--- src/rtl/vec_ram_arbiter_pkg.sv ---
// Shared vector types and RAM geometry for the vector-RAM arbiter slice.
// A vector is VEC_LEN elements of ELEM_W bits; element 0 sits in the low bits.
package vec_ram_arbiter_pkg;

    localparam int ELEM_W      = 8;
    localparam int VEC_LEN     = 8;
    localparam int VEC_WIDTH   = ELEM_W * VEC_LEN;
    localparam int RAM_SIZE    = 2048;
    localparam int RAM_ADDR_W  = $clog2(RAM_SIZE);
    localparam int NUM_REQ_DEF = 4;

    typedef logic [VEC_LEN-1:0][ELEM_W-1:0] Vector_t;
    typedef logic [VEC_LEN-1:0]             Mask_t;
    typedef logic [$clog2(NUM_REQ_DEF)-1:0] ReqId_t;

endpackage

--- src/rtl/vec_ram_arbiter_rr.sv ---
// Round-robin candidate search starting at ptr; the grant is the candidate
// qualified by en, so the candidate index never depends on en (no comb loop).
module rr_arbiter #(
    parameter  int N  = 4,
    localparam int IW = $clog2(N)
) (
    input  logic [N-1:0]  req,
    input  logic [IW-1:0] ptr,
    input  logic          en,
    output logic [N-1:0]  gnt,
    output logic          any,
    output logic [IW-1:0] idx
);

    // Scan farthest-first so the last hit is the one closest to ptr.
    always_comb begin
        any = 1'b0;
        idx = ptr;
        for (int i = N - 1; i >= 0; i--) begin
            if (req[IW'(ptr + IW'(i))]) begin
                any = 1'b1;
                idx = IW'(ptr + IW'(i));
            end
        end
    end

    always_comb begin
        gnt = '0;
        if (en && any) begin
            gnt[idx] = 1'b1;
        end
    end

endmodule

--- src/rtl/vec_ram_arbiter.sv ---
// Shares one 2R/1W vector RAM among NUM_REQ requesters: independent read and
// write round-robin, read-first collision ordering with a one-shot write starvation guard.
module vec_ram_arbiter
    import vec_ram_arbiter_pkg::*;
#(
    parameter int NUM_REQ = 4,
    parameter int SIZE    = 2048,
    parameter int SIZE_L  = $clog2(SIZE),
    parameter int ID_W    = $clog2(NUM_REQ)
) (
    input  logic                             clk,
    input  logic                             rst_n,
    input  logic [NUM_REQ-1:0]               rd_valid,
    output logic [NUM_REQ-1:0]               rd_ready,
    input  logic [NUM_REQ-1:0][SIZE_L-1:0]   rd_addr0,
    input  logic [NUM_REQ-1:0][SIZE_L-1:0]   rd_addr1,
    input  logic [NUM_REQ-1:0]               wr_valid,
    output logic [NUM_REQ-1:0]               wr_ready,
    input  logic [NUM_REQ-1:0][SIZE_L-1:0]   wr_addr,
    input  Vector_t [NUM_REQ-1:0]            wr_data,
    input  Mask_t [NUM_REQ-1:0]              wr_strb,
    output logic                             rsp_valid,
    output logic [ID_W-1:0]                  rsp_id,
    output Vector_t                          rsp_d0,
    output Vector_t                          rsp_d1,
    output logic [SIZE_L-1:0]                ram_addr0,
    output logic [SIZE_L-1:0]                ram_addr1,
    output logic [SIZE_L-1:0]                ram_waddr,
    output Vector_t                          ram_din,
    output Mask_t                            ram_strb,
    output logic                             ram_wen,
    input  Vector_t                          ram_d0,
    input  Vector_t                          ram_d1
);

    logic [ID_W-1:0] rd_ptr_q, rd_ptr_d;
    logic [ID_W-1:0] wr_ptr_q, wr_ptr_d;
    logic            wr_starve_q, wr_starve_d;
    logic            rsp_valid_q;
    logic [ID_W-1:0] rsp_id_q;

    logic            rd_any, wr_any;
    logic [ID_W-1:0] rd_idx, wr_idx;
    logic            rd_en, wr_en;
    logic            rd_gnt_any, wr_gnt_any;
    logic            collision;

    assign collision = rd_any && wr_any &&
                       ((rd_addr0[rd_idx] == wr_addr[wr_idx]) ||
                        (rd_addr1[rd_idx] == wr_addr[wr_idx]));

    // On a collision exactly one side yields: the write by default, the read once the write has starved.
    assign rd_en = rst_n && !(collision && wr_starve_q);
    assign wr_en = rst_n && !(collision && !wr_starve_q);

    rr_arbiter #(.N(NUM_REQ)) u_rd_arb (
        .req (rd_valid),
        .ptr (rd_ptr_q),
        .en  (rd_en),
        .gnt (rd_ready),
        .any (rd_any),
        .idx (rd_idx)
    );

    rr_arbiter #(.N(NUM_REQ)) u_wr_arb (
        .req (wr_valid),
        .ptr (wr_ptr_q),
        .en  (wr_en),
        .gnt (wr_ready),
        .any (wr_any),
        .idx (wr_idx)
    );

    assign rd_gnt_any = |rd_ready;
    assign wr_gnt_any = |wr_ready;

    // Power-of-two NUM_REQ makes the +1 wrap naturally at ID_W bits.
    always_comb begin
        rd_ptr_d    = rd_gnt_any ? ID_W'(rd_idx + 1'b1) : rd_ptr_q;
        wr_ptr_d    = wr_gnt_any ? ID_W'(wr_idx + 1'b1) : wr_ptr_q;
        wr_starve_d = wr_starve_q;
        if (wr_gnt_any) begin
            wr_starve_d = 1'b0;
        end else if (collision && rd_gnt_any) begin
            wr_starve_d = 1'b1;
        end
    end

    always_ff @(posedge clk or negedge rst_n) begin
        if (!rst_n) begin
            rd_ptr_q    <= '0;
            wr_ptr_q    <= '0;
            wr_starve_q <= 1'b0;
            rsp_valid_q <= 1'b0;
            rsp_id_q    <= '0;
        end else begin
            rd_ptr_q    <= rd_ptr_d;
            wr_ptr_q    <= wr_ptr_d;
            wr_starve_q <= wr_starve_d;
            rsp_valid_q <= rd_gnt_any;
            if (rd_gnt_any) begin
                rsp_id_q <= rd_idx;
            end
        end
    end

    assign ram_addr0 = rd_addr0[rd_idx];
    assign ram_addr1 = rd_addr1[rd_idx];
    assign ram_waddr = wr_addr[wr_idx];
    assign ram_din   = wr_data[wr_idx];
    assign ram_strb  = wr_strb[wr_idx];
    assign ram_wen   = wr_gnt_any;

    assign rsp_valid = rsp_valid_q;
    assign rsp_id    = rsp_id_q;
    assign rsp_d0    = ram_d0;
    assign rsp_d1    = ram_d1;

endmodule

--- config.mk ---
export PLATFORM = sky130hd
export DESIGN_NAME = vec_ram_arbiter
export DESIGN_NICKNAME = d
export VERILOG_FILES = /design/src/rtl/vec_ram_arbiter_pkg.sv /design/src/rtl/vec_ram_arbiter_rr.sv /design/src/rtl/vec_ram_arbiter.sv
export SDC_FILE = /design/constraint.sdc
export NUM_CORES = 1
export LEC_CHECK = 0
export BUFFER_PORTS_ARGS = -buffer_cell sky130_fd_sc_hd__buf_4
export CAP_MARGIN = 20
export CORE_AREA = 5 5 309 311
export DETAILED_ROUTE_END_ITERATION = 7
export DIE_AREA = 0 0 314 316
export GPL_ROUTABILITY_DRIVEN = 1
export PLACE_DENSITY = 0.3
export SLEW_MARGIN = 10
export SYNTH_ARGS = -nofsm -noshare
export SYNTH_HDL_FRONTEND = slang
export SYNTH_SLANG_ARGS = --single-unit
--- constraint.sdc ---
create_clock -name clk -period 6.3 [get_ports clk]
set_input_delay 0.315 -clock clk [delete_from_list [all_inputs] [get_ports clk]]
set_output_delay 0.315 -clock clk [all_outputs]
set_load 0.01 [all_outputs]
==> flow_summary.ini <==
[sta]
maxSlewViolCount = 0
tns_ns = 0
worst_slew_pin_slew_ns = 0.7720
slew_headroom_pct = 48.53
fmax_ghz = 0.2079
fin_skew_ns = 0.001241
setup_violations = 0
hold_viol_final = 0
finalCriticalPeriod_ns = 4.811
grt_setup_unrepaired = no
period_share_pct = 76.36
setup_ws_ns = 1.489

[hold_path]
hold_path_class = in2async

[synthesis]
synthCells = 963
syn_nets = 1529
yosysUniqueCellTypes = 55
synth_seq_cells = 8
synth_area_um2 = 5613
syn_area_per_cell_um2 = 5.829
yosysSeqAreaShare_pct = 3.567
ys_warn_count = 0

[run]
maxCapViolCount = 0

[clock_network]
cts_htree_levels = 1
cts_tree = yes
clockRootBuffer = clkbuf_16
clk_pin_slew_worst_paths_ns = 0.04
ctsResizeCount = 0
cts_hold_buffers = 1
clk_latency_ns = 0.23
cts_buffers = 3
cts_setup_buffers = 0
cts.sinks = 8
clk_path_buf_depth = 2

[setup_path]
reg2reg_to = rsp_id[1]
cp_max_fo = 46
reg2reg_setup_slack_ns = 2.10
cp_data_arrival_time_ns = 4.50
crit_path_end = wr_ready[1]
path_class = reg2out
cp.required_ns = 5.98
reg2reg_from = wr_ptr_q[1]
cp-startpoint = wr_ptr_q[1]
cp-end-kind = primary output
r2r_cells = 11
start_kind = flip-flop

[global_route]
overflow = 0
antenna_found_initial = 1
grt_pass1_vias = 8958
grt_use_total_pct = 8.837
grt_max_degree = 74
grt_pass1_wl_mm = 65.53

[finish]
antennaDiodeCount = 0
post-route-util_pct = 10.96
fin_nets = 1892
drive_gt1_share_pct = 45.17
area_delta_synth_final_pct = 80.61
fin_area_um2 = 10140

[die]
coreArea_um2 = 92490
ios = 803
initial_core_util_pct = 6.069
die_area_um2 = 99220
chipHeight_um = 316
die_w_um = 314
fp-row-count = 112

[detailed_routing]
routedWlPerCell_um = 19.03
drc_errors = 0
drtAntennaViolNets = 0
num_vias = 8479
vias_per_cell = 3.363
drtIter0Drc = 452
routed_wirelength_mm = 47.97
firstDrtPassIters = 5

[placed_design]
dp_hpwl_mm = 41.89
placed_area_um2 = 10050
portBuffers = 546
dp_slack_ns = 1.453
place.gp.congestion = 0.8152

[power]
p_total_w = 0.003838
power.leakage_nw = 4.783
irDropWorstVdd_uv = 113.4
powerDensity_nw_per_um2 = 378.6

[status]
status = complete, no violations
## where the power goes
group,switching [W],internal [W]
registers,0.0000284,0.0000752
logic,0.00215,0.00148
clock network,0.0000248,0.0000818
## cells in the mapped netlist, drive strengths merged
cell / instances / area [um^2]
a211o: 7 / 61.31
a211oi: 23 / 232.7
a21boi: 1 / 18.77
a21oi: 16 / 80.08
a22o: 2 / 17.52
a2bb2oi: 1 / 8.760
a31oi: 72 / 450.4
a32oi: 8 / 96.35
and2: 17 / 106.4
and2b: 1 / 7.510
and3: 100 / 630.6
and3b: 1 / 8.760
and4: 3 / 26.28
and4b: 1 / 10.01
buf: 148 / 1086
clkbuf: 54 / 202.7
dfrtp: 8 / 200.2
ha: 8 / 100.1
inv: 8 / 30.03
mux2: 6 / 90.09
nand2: 323 / 1220
nand2b: 1 / 6.260
nand3: 50 / 250.2
nand3b: 1 / 7.510
nand4: 3 / 18.77
nand4b: 1 / 15.01
nor2: 18 / 67.56
nor2b: 5 / 31.28
nor3: 2 / 10.01
nor3b: 1 / 7.510
nor4: 6 / 43.79
o211a: 7 / 70.07
o211ai: 8 / 60.06
o21a: 2 / 15.01
o21ai: 36 / 180.2
o221a: 1 / 11.26
o22ai: 1 / 20.02
or3: 1 / 11.26
or4: 2 / 18.77
or4b: 1 / 13.76
xnor2: 5 / 43.79
xor2: 3 / 26.28
## per-stage QoR
stage                     instances  hold WS (ns)
after floorplan                 963       0.01941
after global placement         2517        0.1556
after detailed placement       2517        0.1558
after CTS                      2521        0.4785
after global routing           2521        0.4922
final                          2521        0.4759
## state kept, by name (all words and copies together), names as in the netlist
name	count
rd_ptr_q	2
wr_ptr_q	2
rsp_valid	1
rsp_id	2
wr_starve_q	1
## critical path, cell delays in order (launching register included)
cell and delay (ns):
dfrtp_1 0.47, or3_4 0.38, nand4b_2 0.45, nand2_4 0.36
inv_4 0.53, a21oi_1 0.14, a22o_1 0.30, xnor2_1 0.14
or4b_4 0.55, o22ai_4 0.26, a21oi_1 0.27, and2_1 0.24
buf_4 0.14
## cells by family (layout without fill, tap and decap cells)
logic type	after synthesis	after routing	share of synthesized area, %
xor gates and xnor gates	8	8	1.248
buffers and inverters	210	571	23.50
DFF	8	8	3.567
adders and majority gates	8	8	1.783
and+or+nand+nor	538	538	44.74
AOI/OAI and AO/OA	185	185	23.56
muxes	6	6	1.605
## per-layer routing
metal  GRT usage [%]  vias to the layer above  part of all wire (%)
met5               0                        -                     0
met4           2.098                        0                   2.6
met3           2.543                       82                   8.8
met2           16.31                      489                    51
met1           10.06                     3974                    38
li1                -                     3934                     -
## how the worst min path moves through the flow
stage	cells past startpoint	slack, ns	from	end
floorplan	0	0.02	rst_n	rd_ptr_q[0]
global placement	1	0.16	rst_n	rd_ptr_q[0]
detailed placement	1	0.16	rst_n	rsp_id[0]
CTS	2	0.48	rst_n	rd_ptr_q[0]
global route	2	0.49	rst_n	rd_ptr_q[0]
finish	2	0.48	rst_n	rd_ptr_q[0]
## layout by cell type, fill, tap and decap left out, drive strengths merged, types with 3 or more instances in the layout
master  netlist  final
buf         148    559
nand2       323    323
and3        100    100
a31oi        72     72
nand3        50     50
o21ai        36     36
a211oi       23     23
nor2         18     18
and2         17     17
a21oi        16     16
o211ai        8      8
ha            8      8
dfrtp         8      8
a32oi         8      8
a211o         7      7
o211a         7      7
inv           8      7
mux2          6      6
nor4          6      6
nor2b         5      5
xnor2         5      5
and4          3      3
nand4         3      3
xor2          3      3
clkbuf       54      3
## layout make-up
class,count,area [um^2]
Clock buffer,3,75.07
Fill cell,10950,82350
Inverter,8,33.78
Multi-Input combinational cell,745,4124
Sequential cell,8,200.2
Tap cell,1197,1498
Timing Repair Buffer,560,4207
Note: power is estimated with default switching activity, not from simulation.
